### src/rtl/girl_sprite_fetch_if.sv
// Pixel/sprite bus between the VGA side, the sprite ROM and the girl sprite fetcher.
// master = VGA controller + game logic + ROM side, slave = the fetcher itself.
interface girl_sprite_fetch_if #(
  parameter int ADDR_W  = 12,
  parameter int FRAME_W = 2
);
  logic [9:0]         DrawX;
  logic [9:0]         DrawY;
  logic               frame_start;
  logic [9:0]         sprite_x;
  logic [9:0]         sprite_y;
  logic               facing_left;
  logic               walking;
  logic [ADDR_W-1:0]  rom_addr;
  logic [3:0]         rom_data;
  logic [3:0]         palette_index;
  logic               sprite_on;
  logic [FRAME_W-1:0] anim_frame;

  modport master (
    output DrawX, DrawY, frame_start, sprite_x, sprite_y, facing_left, walking, rom_data,
    input  rom_addr, palette_index, sprite_on, anim_frame
  );

  modport slave (
    input  DrawX, DrawY, frame_start, sprite_x, sprite_y, facing_left, walking, rom_data,
    output rom_addr, palette_index, sprite_on, anim_frame
  );
endinterface

### src/rtl/girl_sprite_fetch.sv
// Girl sprite fetcher: box test + ROM addressing, 3-stage alignment with the synchronous ROM,
// transparency flagging, and the walk-cycle frame counter. Free-running pipeline, no backpressure:
// every pixel presented at edge k yields palette_index/sprite_on after edge k+2.
module girl_sprite_fetch #(
  parameter int SPRITE_W   = 32,
  parameter int SPRITE_H   = 32,
  parameter int FRAMES     = 4,
  parameter int FRAME_HOLD = 8,
  parameter int TRANSP_IDX = 0,
  parameter int ADDR_W     = $clog2(FRAMES * SPRITE_W * SPRITE_H)
) (
  input  logic              Clk,
  input  logic              Reset,
  girl_sprite_fetch_if.slave bus,
  output logic              o_dbg_walk
);
  localparam int LOG2W   = $clog2(SPRITE_W);
  localparam int LOG2H   = $clog2(SPRITE_H);
  localparam int FRAME_W = (FRAMES > 1) ? $clog2(FRAMES) : 1;
  localparam int HOLD_W  = (FRAME_HOLD > 1) ? $clog2(FRAME_HOLD) : 1;

  typedef enum logic {
    ST_IDLE = 1'b0,
    ST_WALK = 1'b1
  } walk_state_e;

  walk_state_e        r_state;
  logic [FRAME_W-1:0] r_anim_frame;
  logic [HOLD_W-1:0]  r_hold_cnt;

  logic [10:0]        w_x_end;
  logic [10:0]        w_y_end;
  logic               w_in_x;
  logic               w_in_y;
  logic               w_in_box;
  logic [LOG2W-1:0]   w_rx;
  logic [LOG2W-1:0]   w_col;
  logic [LOG2H-1:0]   w_ry;
  logic [ADDR_W-1:0]  w_addr;

  logic               r_va;
  logic               r_vb;
  logic [ADDR_W-1:0]  r_rom_addr;
  logic [3:0]         r_pal;
  logic               r_on;

  // 11-bit compare so a sprite hanging past column 1023 never wraps onto column 0.
  assign w_x_end  = {1'b0, bus.sprite_x} + 11'(SPRITE_W);
  assign w_y_end  = {1'b0, bus.sprite_y} + 11'(SPRITE_H);
  assign w_in_x   = ({1'b0, bus.DrawX} >= {1'b0, bus.sprite_x}) && ({1'b0, bus.DrawX} < w_x_end);
  assign w_in_y   = ({1'b0, bus.DrawY} >= {1'b0, bus.sprite_y}) && ({1'b0, bus.DrawY} < w_y_end);
  assign w_in_box = w_in_x && w_in_y;

  assign w_rx   = bus.DrawX[LOG2W-1:0] - bus.sprite_x[LOG2W-1:0];
  assign w_ry   = bus.DrawY[LOG2H-1:0] - bus.sprite_y[LOG2H-1:0];
  // W-1-rx is the bitwise complement because the width is a power of two.
  assign w_col  = bus.facing_left ? ~w_rx : w_rx;
  assign w_addr = {r_anim_frame, w_ry, w_col};

  always_ff @(posedge Clk or posedge Reset) begin
    if (Reset) begin
      r_rom_addr <= '0;
      r_va       <= 1'b0;
      r_vb       <= 1'b0;
      r_pal      <= 4'(TRANSP_IDX);
      r_on       <= 1'b0;
    end else begin
      r_rom_addr <= w_in_box ? w_addr : '0;
      r_va       <= w_in_box;
      r_vb       <= r_va;
      r_pal      <= r_vb ? bus.rom_data : 4'(TRANSP_IDX);
      r_on       <= r_vb && (bus.rom_data != 4'(TRANSP_IDX));
    end
  end

  // Walk cycle only moves on frame_start, so the pose never changes mid-line.
  always_ff @(posedge Clk or posedge Reset) begin
    if (Reset) begin
      r_state      <= ST_IDLE;
      r_hold_cnt   <= '0;
      r_anim_frame <= '0;
    end else if (!bus.walking) begin
      r_state      <= ST_IDLE;
      r_hold_cnt   <= '0;
      r_anim_frame <= '0;
    end else begin
      r_state <= ST_WALK;
      if (bus.frame_start) begin
        if (r_hold_cnt == HOLD_W'(FRAME_HOLD - 1)) begin
          r_hold_cnt   <= '0;
          r_anim_frame <= (r_anim_frame == FRAME_W'(FRAMES - 1)) ? '0 : r_anim_frame + 1'b1;
        end else begin
          r_hold_cnt <= r_hold_cnt + 1'b1;
        end
      end
    end
  end

  assign bus.rom_addr      = r_rom_addr;
  assign bus.palette_index = r_pal;
  assign bus.sprite_on     = r_on;
  assign bus.anim_frame    = r_anim_frame;
  assign o_dbg_walk        = (r_state == ST_WALK);

endmodule
### src/flat_wrapper.sv
// flat-port wrapper written by rule: the top's interface ports become plain ports
module girl_sprite_fetch_flat 
#(
  parameter int SPRITE_W   = 32,
  parameter int SPRITE_H   = 32,
  parameter int FRAMES     = 4,
  parameter int FRAME_HOLD = 8,
  parameter int TRANSP_IDX = 0,
  parameter int ADDR_W     = $clog2(FRAMES * SPRITE_W * SPRITE_H)
)
  (Clk, Reset, o_dbg_walk, bus_DrawX, bus_DrawY, bus_frame_start, bus_sprite_x, bus_sprite_y, bus_facing_left, bus_walking, bus_rom_data, bus_rom_addr, bus_palette_index, bus_sprite_on, bus_anim_frame);
  girl_sprite_fetch_if #(.ADDR_W(ADDR_W)) bus_i ();
  input  logic Clk;
  input  logic Reset;
  output logic o_dbg_walk;
  input wire logic [$bits(bus_i.DrawX)-1:0] bus_DrawX;
  input wire logic [$bits(bus_i.DrawY)-1:0] bus_DrawY;
  input wire logic [$bits(bus_i.frame_start)-1:0] bus_frame_start;
  input wire logic [$bits(bus_i.sprite_x)-1:0] bus_sprite_x;
  input wire logic [$bits(bus_i.sprite_y)-1:0] bus_sprite_y;
  input wire logic [$bits(bus_i.facing_left)-1:0] bus_facing_left;
  input wire logic [$bits(bus_i.walking)-1:0] bus_walking;
  input wire logic [$bits(bus_i.rom_data)-1:0] bus_rom_data;
  output wire logic [$bits(bus_i.rom_addr)-1:0] bus_rom_addr;
  output wire logic [$bits(bus_i.palette_index)-1:0] bus_palette_index;
  output wire logic [$bits(bus_i.sprite_on)-1:0] bus_sprite_on;
  output wire logic [$bits(bus_i.anim_frame)-1:0] bus_anim_frame;
  assign bus_i.DrawX = bus_DrawX;
  assign bus_i.DrawY = bus_DrawY;
  assign bus_i.frame_start = bus_frame_start;
  assign bus_i.sprite_x = bus_sprite_x;
  assign bus_i.sprite_y = bus_sprite_y;
  assign bus_i.facing_left = bus_facing_left;
  assign bus_i.walking = bus_walking;
  assign bus_i.rom_data = bus_rom_data;
  assign bus_rom_addr = bus_i.rom_addr;
  assign bus_palette_index = bus_i.palette_index;
  assign bus_sprite_on = bus_i.sprite_on;
  assign bus_anim_frame = bus_i.anim_frame;
  girl_sprite_fetch #(.SPRITE_W(SPRITE_W), .SPRITE_H(SPRITE_H), .FRAMES(FRAMES), .FRAME_HOLD(FRAME_HOLD), .TRANSP_IDX(TRANSP_IDX), .ADDR_W(ADDR_W)) u_core (.Clk(Clk), .Reset(Reset), .bus(bus_i), .o_dbg_walk(o_dbg_walk));
endmodule
### config.mk
export PLATFORM = sky130hd
export DESIGN_NAME = girl_sprite_fetch_flat
export DESIGN_NICKNAME = d
export VERILOG_FILES = /design/src/rtl/girl_sprite_fetch_if.sv /design/src/rtl/girl_sprite_fetch.sv /design/src/flat_wrapper.sv
export SDC_FILE = /design/constraint.sdc
export NUM_CORES = 1
export LEC_CHECK = 0
export BUFFER_PORTS_ARGS = -buffer_cell sky130_fd_sc_hd__buf_2
export CAP_MARGIN = 20
export CORE_AREA = 2 2 77 64
export DETAILED_ROUTE_END_ITERATION = 8
export DIE_AREA = 0 0 79 66
export PLACE_DENSITY = 0.82
export SKIP_LAST_GASP = 1
export SYNTH_ARGS = -nofsm -noshare
export SYNTH_HDL_FRONTEND = slang
export SYNTH_SLANG_ARGS = --single-unit
### constraint.sdc
create_clock -name Clk -period 1.9 [get_ports Clk]
set_clock_uncertainty 0.15 [all_clocks]
set_input_delay 0.19 -clock Clk [delete_from_list [all_inputs] [get_ports Clk]]
set_output_delay 0.19 -clock Clk [all_outputs]
set_load 0.01 [all_outputs]
; Word-level counts from Yosys, hierarchy flattened
; Index checks and enable logic that the tools add are counted.
[totals]
output_inout_bits = 20
elab_cells = 40
rom_bits = 0
latch_bits = 0
ram_bits = 0
ff_bits = 25
mem_count = 0
input_bits = 49
[classes]
mul = 0
order_cmp = 4
mux = 11
n_reduce_logical = 6
n_eq_ne = 4
n_shift = 0
add_sub_neg = 6
n_bitwise = 1
div = 0
[ops]
columns = operator, count
row1 = adder 10 x 6 -> 11 bit (second input constant), 2
row2 = less-than comparator 10 x 11 -> 1 bit, 2
row3 = greater-or-equal comparator 10 bit, 2
row4 = two-way mux 12 bit, 1
row5 = subtractor 5 bit, 2
row6 = two-way mux 3 bit, 3
row7 = two-way mux 2 bit, 4
row8 = two-way mux 5 bit, 1
row9 = NOT 5 bit, 1
row10 = logical AND 1 bit, 4
row11 = two-way mux 4 bit, 1
row12 = nonzero test 4 bit, 1
row13 = adder 3 x 1 -> 3 bit (second input constant), 1
row14 = == test 3 bit (second input constant), 1
row15 = adder 2 x 1 -> 2 bit (second input constant), 1
row16 = == test 2 bit (second input constant), 1
row17 = inequality test 2 x 1 -> 1 bit (second input constant), 1
row18 = inequality test 2 bit (second input constant), 1
row19 = AND reduction 2 bit, 1
row20 = two-way mux 1 bit, 1

; Depth between registers and ports, before layout
; Gate-level depths: netlist of the first run.
[depth]
ltp_word = 5
mapped_depth = 11

; Least setup slack after synthesis of the first run
; OpenSTA, ideal clock, no wires.
[synth_timing]
path_type = input -> register
from = in bus_sprite_y[5]
to = reg u_core.r_rom_addr[1], in the netlist u_core.bus.rom_addr[1]
setup_time_ns = 0.071
arrival_ns = 1.690
cell_stages = 10
setup_slack_ns = -0.011
cell_sequence = ha_1 > xnor2_1 > ha_1 > o21a_1 > o21a_1 > o32ai_1 > a31o_2 > o211ai_4 > buf_6 > nor2_1
[synth_between]
elab_chain_cells = 5
elab_cells_between_ends = 6
classes_between = 1 x add/sub / 2 x order compare / 1 x mux / 2 x reduce/logical
[synth_rtl]
columns = element, line_no
row1 = from (decl), flat_wrapper.sv:20  ; input wire logic [$bits(bus_i.sprite_y)-1:0] bus_sprite_y;
row2 = adder 10 x 6 -> 11 bit, girl_sprite_fetch.sv:49  ; assign w_y_end = {1'b0, bus.sprite_y} + 11'(SPRITE_H);
row3 = less-than comparator 10 x 11 -> 1 bit, girl_sprite_fetch.sv:51  ; assign w_in_y = ({1'b0, bus.DrawY} >= {1'b0, bus.sprite_y}) && ({1'b0, bus.DrawY} < w_y_end);
row4 = logical AND 1 bit *, girl_sprite_fetch.sv:51
row5 = logical AND 1 bit *, girl_sprite_fetch.sv:52  ; assign w_in_box = w_in_x && w_in_y;
row6 = two-way mux 12 bit *, girl_sprite_fetch.sv:68  ; r_rom_addr <= w_in_box ? w_addr : '0;
row7 = to (signal assigned), girl_sprite_fetch.sv:68
row8 = to (decl), girl_sprite_fetch.sv:43  ; logic [ADDR_W-1:0] r_rom_addr;
; Every way passes the cells marked *; elsewhere a longest branch is shown, timed or not.
; A chain may end at the register's enable or synchronous reset.

; Worst setup path after layout of the first run
[layout_timing]
from = in bus_DrawX[0]
to = reg u_core.r_rom_addr[3], in the netlist u_core.bus.rom_addr[3]
[layout_between]
elab_chain_cells = 4
elab_cells_between_ends = 8
classes_between = 1 x add/sub / 2 x order compare / 2 x mux / 1 x bitwise / 2 x reduce/logical
[layout_rtl]
columns = element, line_no
row1 = from (decl), flat_wrapper.sv:16  ; input wire logic [$bits(bus_i.DrawX)-1:0] bus_DrawX;
row2 = "less-than comparator 10 x 11 -> 1 bit, or another cell as far along", girl_sprite_fetch.sv:50  ; assign w_in_x = ({1'b0, bus.DrawX} >= {1'b0, bus.sprite_x}) && ({1'b0, bus.DrawX} < w_x_end);
row3 = logical AND 1 bit or NOT 5 bit (tied branches), "girl_sprite_fetch.sv:50, girl_sprite_fetch.sv:57"
row4 = logical AND 1 bit or two-way mux 5 bit (tied branches), "girl_sprite_fetch.sv:52, girl_sprite_fetch.sv:57"
row5 = two-way mux 12 bit *, girl_sprite_fetch.sv:68
; Marked as above.

==> flow_summary.json, run 1 <==
{
  "status": "finished, final reports clean",
  "synth-xor-area-share": 0.0676,
  "routed_wl_um": 4300,
  "synthAdderAreaFrac": 0.246,
  "cp.required_ns": 1.89,
  "final_cells": 361,
  "synth_edf_count": 0,
  "diodes": 0,
  "place_ws_ns": -0.369,
  "cts_sinks": 25,
  "via_per_inst": 4.83,
  "syn_to_final_growth_pct": 37.5,
  "slew_headroom": 0.559,
  "synthMuxAreaShare": 0.0154,
  "cts_htree_levels": 1,
  "max_freq_ghz": 0.542,
  "hold_violations": 0,
  "multi_input_area_um2": 1270,
  "final_cell_mix": "buf_2 (68), ha_1 (32), inv_1 (31), dfrtp_1 (25), buf_4 (21)",
  "synth.avg_cell_area_um2": 9.44,
  "hold_depth": 2,
  "grt_pass1_wl_um": 6910,
  "yosysWarningCount": 0,
  "clk_latency_ns": 0.26,
  "die_w_um": 79,
  "critPathMaxFanout": 7,
  "root_buffer": "clkbuf_8",
  "start_util": 0.436,
  "netlist_area_um2": 1940,
  "placedCellCount": 352,
  "finalWorstSetupSlack_ns": 0.0555,
  "drive_gt1_frac": 0.362,
  "ant_nets": 0,
  "cts_inserted_buffers": 3,
  "finalCritPeriodShare": 0.971,
  "drt_iter0_markers": 57,
  "core_area_um2": 4460,
  "overflow": 0,
  "grt_max_degree": 20,
  "drc_errors": 0,
  "wire_per_inst_um": 11.9,
  "io-pin-count": 69,
  "setup_tns_ns": 0,
  "drtPass1Iterations": 4,
  "drv_slew": 0,
  "whs_ns": 0.00944,
  "fillers": 381,
  "worst_pin_slew_ns": 0.661,
  "rows": 22,
  "ff2ff_path_depth": 6,
  "setup_viol": 0,
  "synth_top_family_by_area": "adder cells",
  "cts_buffer_depth": 2,
  "grt_pass1_vias": 1720,
  "synth-simple-area-share": 0.131,
  "wl_met2_um": 2090,
  "vias": 1744,
  "synthArstFlopShare": 1.00,
  "nNetsFinal": 388,
  "clk_pin_slew_ns": 0.09,
  "dieArea_um2": 5210,
  "place_area_um2": 2500,
  "synth_compound_area_frac": 0.148,
  "ir_drop_mv": 0.269,
  "final_common_cell": "buf_2",
  "grt_use_total": 0.164,
  "powerDensity_nw_per_um2": 519,
  "regArea_um2": 626,
  "worstSetupEndpointType": "flop",
  "hp-class": "input pin to flop",
  "arrival_ns": 1.84,
  "path_class": "input pin to flop",
  "gp_congestion": 0.844,
  "io_buffers": 68,
  "synth_ff_type": "dfrtp_1",
  "netlist_instances": 206,
  "wl_met1_um": 1930,
  "fin_area_um2": 2670,
  "dp_hpwl_um": 3460,
  "grt_antenna_before_repair": 0,
  "synthesis.nets": 292,
  "top_layer_used": "met4",
  "ys_ff_latch": 25,
  "yosysSeqAreaShare": 0.322,
  "startpoint_type": "input pin",
  "die_h_um": 66,
  "drv_cap": 0,
  "p_leak_nw": 1.47,
  "cts_tree": "yes",
  "wl_met3_um": 233,
  "layout_min_cycle_time_ns": 1.84,
  "cts_setup_buffers": 0,
  "ys_types": 38
}
## where the power goes
| group | leakage, nW | switching (mW) | total, mW | internal [mW] |
|---|---|---|---|---|
| clock network | 0.0217 | 0.161 | 0.309 | 0.148 |
| registers | 0.343 | 0.00930 | 0.566 | 0.557 |
| logic | 1.11 | 0.258 | 0.513 | 0.255 |
| total | 1.47 | 0.428 | 1.39 | 0.961 |
## synth_stat cells (4+ instances only)
cell / count / share of area
a21oi_1: 15 / 0.039
nor2_1: 15 / 0.029
nand2_1: 9 / 0.017
xor2_1: 4 / 0.018
dfrtp_1: 25 / 0.32
xnor2_1: 11 / 0.050
and2_1: 4 / 0.013
o21a_1: 4 / 0.015
ha_1: 35 / 0.23
nand3_1: 7 / 0.018
inv_1: 31 / 0.060
nor2b_1: 5 / 0.016
o21ai_0: 6 / 0.015
## sequential cells by signal, indices dropped and copies added, names as in the netlist
name                      count
u_core.bus.palette_index      4
u_core.r_hold_cnt             3
u_core.r_vb                   1
u_core.r_va                   1
u_core.bus.rom_addr          12
u_core.o_dbg_walk             1
u_core.bus.anim_frame         2
u_core.bus.sprite_on          1
## final timing paths
kind | from | end | slack [ns]
max | bus_DrawX[0] | u_core.bus.rom_addr[3]$_DFF_PP0_ | 0.06
min | bus_rom_data[0] | u_core.bus.palette_index[0]$_DFF_PP0_ | 0.009
max reg2reg | u_core.r_hold_cnt[0]$_DFFE_PP0P_ | u_core.bus.anim_frame[0]$_DFFE_PP0P_ | 0.51
min reg2reg | u_core.r_va$_DFF_PP0_ | u_core.r_vb$_DFF_PP0_ | 0.22
max in group asynchronous | Reset | u_core.r_vb$_DFF_PP0_ | 0.63
min in group asynchronous | Reset | u_core.bus.rom_addr[10]$_DFF_PP0_ | 0.42
## final cells by class
class / count / share of cell area
clock buffer: 3 / 0.0154
clock inverter: 1 / 0.00281
inverter: 31 / 0.0435
multi-input combinational: 148 / 0.475
sequential: 25 / 0.234
tap: 60 / 0.0281
timing repair buffer: 93 / 0.201
## kinds of logic after synthesis
kind of cell               after synthesis
DFF                                     25
xor gates and xnor gates                15
buffers and inverters                   34
muxes                                    3
AOI/OAI and AO/OA                       42
and+or+nand+nor                         50
adders and majority gates               37
## metal layers
metal | GRT usage | vias up
met2 | 0.320 | 51
met5 | 0 | -
li1 | - | 902
met3 | 0.0246 | 6
met1 | 0.192 | 785
met4 | 0.0259 | 0
## worst max-delay path, cell delays in order
cell and delay [ns]:
buf_2 0.09, inv_1 0.04, ha_1 0.15, inv_1 0.06, fa_1 0.41, a21oi_2 0.17, o2111ai_1 0.16, a21oi_2 0.23
a21oi_2 0.09, o211ai_4 0.15, nor2_1 0.09
## through the flow
| stage | total power, mW | utilization |
|---|---|---|
| 3_3_place_gp | 1.03 | 0.560 |
| 5_1_grt | 1.49 | 0.600 |
| 6_report | 1.39 | 0.600 |
| 4_1_cts | 1.36 | 0.578 |
| 3_5_place_dp | 1.04 | 0.560 |
| 2_1_floorplan | 0.866 | - |
## repair_timing
action	in CTS	in global routing
resized for setup	2	11
endpoints found under the setup margin	1	13
hold buffers	2	2
pin swaps	0	10
cloned	0	1
hold endpoints to repair	19	2
No activity file was read; power rests on OpenSTA's default activity.
==> run 2, diff against run 1 <==
==> constraint.sdc (replaced) <==
create_clock -name Clk -period 2.4 [get_ports Clk]
set_clock_uncertainty 0.15 [all_clocks]
set_input_delay 0.24 -clock Clk [delete_from_list [all_inputs] [get_ports Clk]]
set_output_delay 0.24 -clock Clk [all_outputs]
set_load 0.01 [all_outputs]
==> run 2 against run 1 <==
- final area is 11% lower
- core utilization is 6.5 points lower
- non-clock buffer count down 25
- clock power down 25%
- cell count is 7.2% lower
- critical path type unchanged
- largest cell class unchanged
==> flow_summary.json, run 2 (same netlist as run 1, synthesis figures left out) <==
{
  "status": "finished, final reports clean",
  "syn_to_final_growth_pct": 22.7,
  "worst_pin_slew_ns": 0.878,
  "seqPwrFrac": 0.442,
  "drt_iter0_markers": 51,
  "grt_use_total": 0.156,
  "drtPass1Iterations": 4,
  "placedCellCount": 331,
  "start_util": 0.436,
  "root_buffer": "clkbuf_8",
  "grt_antenna_before_repair": 0,
  "final_cell_mix": "buf_2 (68), ha_1 (35), inv_1 (31), dfrtp_1 (25)",
  "cts_setup_buffers": 0,
  "clk_latency_ns": 0.26,
  "routed_wl_um": 3720,
  "overflow": 0,
  "cts_sinks": 25,
  "grt_pass1_wl_um": 6570,
  "cts_buffer_depth": 2,
  "via_per_inst": 4.89,
  "busiest_layer": "met2",
  "drv_cap": 0,
  "fin_area_um2": 2380,
  "gp_congestion": 0.911,
  "nNetsFinal": 362,
  "drive_gt1_frac": 0.273,
  "drv_slew": 0,
  "grt_max_degree": 26,
  "hp-class": "input pin to flop",
  "die_h_um": 66,
  "ctsResizeCount": 0,
  "p_int_uw": 717,
  "arrival_ns": 2.07,
  "largest_reg_flops": 12,
  "use_met3": 0.0314,
  "p_switching_uw": 296,
  "final_common_cell": "buf_2",
  "max_freq_ghz": 0.488,
  "gr-usage-met1": 0.196,
  "ff2ff_path_depth": 6,
  "rsz0062_at_grt": "false",
  "die_w_um": 79,
  "clk_pin_slew_ns": 0.07,
  "hold_depth": 1,
  "grt.met2_usage": 0.281,
  "io_buffers": 68,
  "slew_headroom": 0.414,
  "wire_per_inst_um": 11.1,
  "setup_tns_ns": 0,
  "place_area_um2": 2340,
  "drc_errors": 0,
  "final_cells": 335,
  "diodes": 0,
  "hold_buffers": 0,
  "cp.required_ns": 2.42,
  "startpoint_type": "input pin",
  "fin_util": 0.535,
  "path_class": "input pin to flop",
  "p_leak_nw": 1.34,
  "dp_hpwl_um": 3250,
  "worstSetupEndpointType": "flop",
  "grt_pass1_vias": 1593,
  "rows": 22,
  "core_area_um2": 4460,
  "powerDensity_nw_per_um2": 425,
  "p_comb_frac": 0.329,
  "finalCritPeriodShare": 0.853,
  "ant_nets": 0,
  "setup_viol": 0,
  "switching_share": 0.292,
  "layout_min_cycle_time_ns": 2.05,
  "whs_ns": 0.00178,
  "vias": 1637,
  "fillers": 420,
  "ir_drop_mv": 0.278,
  "io-pin-count": 69,
  "dieArea_um2": 5210,
  "cts_htree_levels": 1,
  "hold_violations": 0,
  "cts_inserted_buffers": 3,
  "cts_tree": "yes",
  "power.share.clock": 0.229,
  "critPathMaxFanout": 13
}
## run 2: changes by cell type in the layout (fill, tap and decap cells not counted), sizes merged
cell	before	now
buf	89	68
clkbuf	3	4
clkinvlp	1	0
dlygate4sd3	4	0
o211ai	2	1
## run 2: power groups by stage
stage	combinational, mW	clock, mW	sequential, mW
after floorplan	0.221	0	0.464
after global placement	0.324	0	0.456
after detailed placement	0.333	0	0.457
after CTS	0.335	0.245	0.449
after global routing	0.381	0.266	0.451
final	0.333	0.232	0.448
## run 2: routing by layer
metal	vias up	share of wire
met1	726	0.46
met3	6	0.062
met2	62	0.47
li1	843	-
met4	0	0.0081
met5	-	0
## run 2: path summary, 6_finish.rpt
kind                                                  startpoint                               endpoint  slack (ns)
min in group asynchronous                                  Reset  u_core.bus.palette_index[3]$_DFF_PP0_        0.01
worst max register to register  u_core.r_hold_cnt[0]$_DFFE_PP0P_   u_core.bus.anim_frame[0]$_DFFE_PP0P_        1.02
worst min-delay path                                 bus_walking            u_core.o_dbg_walk$_DFF_PP0_       0.002
worst max-delay path                             bus_sprite_y[5]       u_core.bus.rom_addr[8]$_DFF_PP0_        0.35
max in group asynchronous                                  Reset       u_core.bus.rom_addr[5]$_DFF_PP0_        1.56
worst min register to register             u_core.r_va$_DFF_PP0_                  u_core.r_vb$_DFF_PP0_        0.21
## run 2: layout make-up
| class | instances | area [um^2] | share of cell area |
|---|---|---|---|
| clock buffer | 4 | 45.0 | 0.0189 |
| inverter | 31 | 116 | 0.0488 |
| multi-input combinational | 147 | 1180 | 0.496 |
| sequential | 25 | 626 | 0.262 |
| timing repair buffer | 68 | 340 | 0.143 |
| tap | 60 | 75.1 | 0.0315 |
## run 2: metrics by stage
stage | power (mW) | worst slack [ns]
2_1_floorplan | 0.686 | 0.439
3_5_place_dp | 0.790 | 0.0942
5_1_grt | 1.10 | 0.239
6_report | 1.01 | 0.352
3_3_place_gp | 0.781 | 0.173
4_1_cts | 1.03 | 0.363
## run 2: critical path, stage by stage
cell,delay (ns)
buf_2,0.13
ha_1,0.23
xnor2_1,0.20
ha_1,0.26
o21a_1,0.18
o21a_1,0.16
o32ai_1,0.11
a31o_2,0.17
o211ai_4,0.15
a211oi_1,0.24
==> run 3, diff against run 2 <==
--- a/config.mk
+++ b/config.mk
@@ -11,6 +11,7 @@
 export DETAILED_ROUTE_END_ITERATION = 8
 export DIE_AREA = 0 0 79 66
 export PLACE_DENSITY = 0.82
+export RECOVER_POWER = 25
 export SKIP_LAST_GASP = 1
 export SYNTH_ARGS = -nofsm -noshare
 export SYNTH_HDL_FRONTEND = slang
==> run 3 against run 2 <==
- cell count unchanged
- power about the same
- first-iteration DRC count increased by 2.0%
- largest power group unchanged
- register-to-register slack about the same
- critical path type unchanged
- highest routed layer unchanged
- final area about the same
- routed wire length about the same
- core utilization about the same
- count of clock-buffer cells in the layout unchanged
- worst hold slack improved by 0.0039 ns
- worst setup slack unchanged
- sequential share of layout area about the same
- largest cell class unchanged
- combinational power about the same
==> flow_summary.json, run 3 (same netlist as run 1, synthesis figures left out) <==
{
  "status": "finished, final reports clean",
  "die_w_um": 79,
  "dp_hpwl_um": 3250,
  "setup_tns_ns": 0,
  "cp.required_ns": 2.42,
  "layout_min_cycle_time_ns": 2.05,
  "io_buffers": 68,
  "cts_sinks": 25,
  "rows": 22,
  "slowest_stage": "ha_1",
  "path_class": "input pin to flop",
  "power.share.clock": 0.229,
  "gp_congestion": 0.911,
  "dieArea_um2": 5210,
  "nNetsFinal": 362,
  "vias": 1637,
  "drtPass1Iterations": 4,
  "ir_drop_mv": 0.277,
  "slew_headroom": 0.414,
  "clk_latency_ns": 0.26,
  "worst_pin_slew_ns": 0.878,
  "die_h_um": 66,
  "ant_nets": 0,
  "wire_per_inst_um": 11.1,
  "drive_gt1_frac": 0.269,
  "via_per_inst": 4.89,
  "grt_antenna_before_repair": 0,
  "hold_violations": 0,
  "drv_slew": 0,
  "grt_use_total": 0.156,
  "startpoint_type": "input pin",
  "largest_reg_flops": 12,
  "grt_pass1_vias": 1593,
  "critPathMaxFanout": 13,
  "drt_iter0_markers": 52,
  "diodes": 0,
  "worstSetupEndpointType": "flop",
  "hold_buffers": 0,
  "p_switching_uw": 296,
  "worstPathCellList": "buf_2 > ha_1 > xnor2_1 > ha_1 > o21a_1 > o21a_1 > o32ai_1 > a31o_2 > o211ai_4 > a211oi_1",
  "cts_setup_buffers": 0,
  "fin_area_um2": 2380,
  "routed_wl_um": 3720,
  "arrival_ns": 2.07,
  "critPathMaxStageDelay_ns": 0.26,
  "core_area_um2": 4460,
  "syn_to_final_growth_pct": 22.6,
  "cts_tree": "yes",
  "p_leak_nw": 1.34,
  "start_util": 0.436,
  "p_comb_frac": 0.329,
  "drc_errors": 0,
  "root_buffer": "clkbuf_8",
  "io-pin-count": 69,
  "overflow": 0,
  "seqPwrFrac": 0.443,
  "max_freq_ghz": 0.488,
  "ctsResizeCount": 0,
  "hp-class": "input pin to asynchronous set/reset pin",
  "clk_pin_slew_ns": 0.08,
  "place_area_um2": 2340,
  "final_cell_mix": "buf_2 (67), ha_1 (35), inv_1 (31), dfrtp_1 (25)",
  "cts_htree_levels": 1,
  "cts_inserted_buffers": 3,
  "drv_cap": 0,
  "p_int_uw": 717,
  "switching_share": 0.293,
  "grt_max_degree": 26,
  "final_common_cell": "buf_2",
  "powerDensity_nw_per_um2": 425,
  "grt_pass1_wl_um": 6570,
  "rsz0062_at_grt": "false",
  "finalCritPeriodShare": 0.853,
  "setup_viol": 0,
  "cts_buffer_depth": 2
}
-- run 3: cell types whose count changed in the layout (fill, tap and decap cells not counted), sizes merged --
cell,previous run,this run
buf,68,67
clkbuf,4,5
-- run 3: per-layer routing --
metal | GRT usage | vias up | share of wire
met2 | 0.281 | 62 | 0.47
li1 | - | 843 | -
met3 | 0.0314 | 6 | 0.062
met1 | 0.196 | 726 | 0.46
met5 | 0 | - | 0
met4 | 0.0259 | 0 | 0.0081
-- run 3: final cells by class --
| type | instances | area (um^2) |
|---|---|---|
| clock buffer | 4 | 45.0 |
| fill | 421 | 2080 |
| inverter | 31 | 116 |
| multi-input combinational | 147 | 1180 |
| sequential | 25 | 626 |
| tap | 60 | 75.1 |
| timing repair buffer | 68 | 339 |
-- run 3: power by group through the flow --
stage	clock (mW)	sequential, mW	combinational [mW]
after floorplan	0	0.464	0.221
after global placement	0	0.456	0.324
after detailed placement	0	0.457	0.333
after CTS	0.245	0.449	0.335
after global routing	0.266	0.451	0.381
final	0.232	0.448	0.333
-- run 3: worst paths after layout --
path / from / end / slack, ns / cells past startpoint
max reg2reg: u_core.r_hold_cnt[0]$_DFFE_PP0P_ / u_core.bus.anim_frame[0]$_DFFE_PP0P_ / 1.02 / 6
max in group asynchronous: Reset / u_core.bus.rom_addr[5]$_DFF_PP0_ / 1.56 / 2
min in group Clk: bus_walking / u_core.o_dbg_walk$_DFF_PP0_ / 0.03 / 1
min reg2reg: u_core.r_va$_DFF_PP0_ / u_core.r_vb$_DFF_PP0_ / 0.21 / 0
min: Reset / u_core.bus.palette_index[3]$_DFF_PP0_ / 0.006 / 2
max: bus_sprite_y[5] / u_core.bus.rom_addr[8]$_DFF_PP0_ / 0.35 / 10
-- run 3: stage by stage --
step	worst slack (ns)	utilization	instances	total power, mW	hold slack [ns]
global route	0.239	0.535	335	1.10	0.0497
detailed placement	0.0942	0.525	331	0.790	0.191
CTS	0.363	0.535	335	1.03	0.000675
global placement	0.173	0.525	331	0.781	0.186
floorplan	0.439	-	206	0.686	0.117
finish	0.352	0.535	335	1.01	0.00566
-- run 3: critical path: cells and delay by family --
| kind | cells | cell delay, ns |
|---|---|---|
| AO/OA/AOI/OAI | 6 | 1.01 |
| adder cells (fa/ha/maj) | 2 | 0.49 |
| XOR/XNOR | 1 | 0.20 |
| buffers and inverters | 1 | 0.13 |
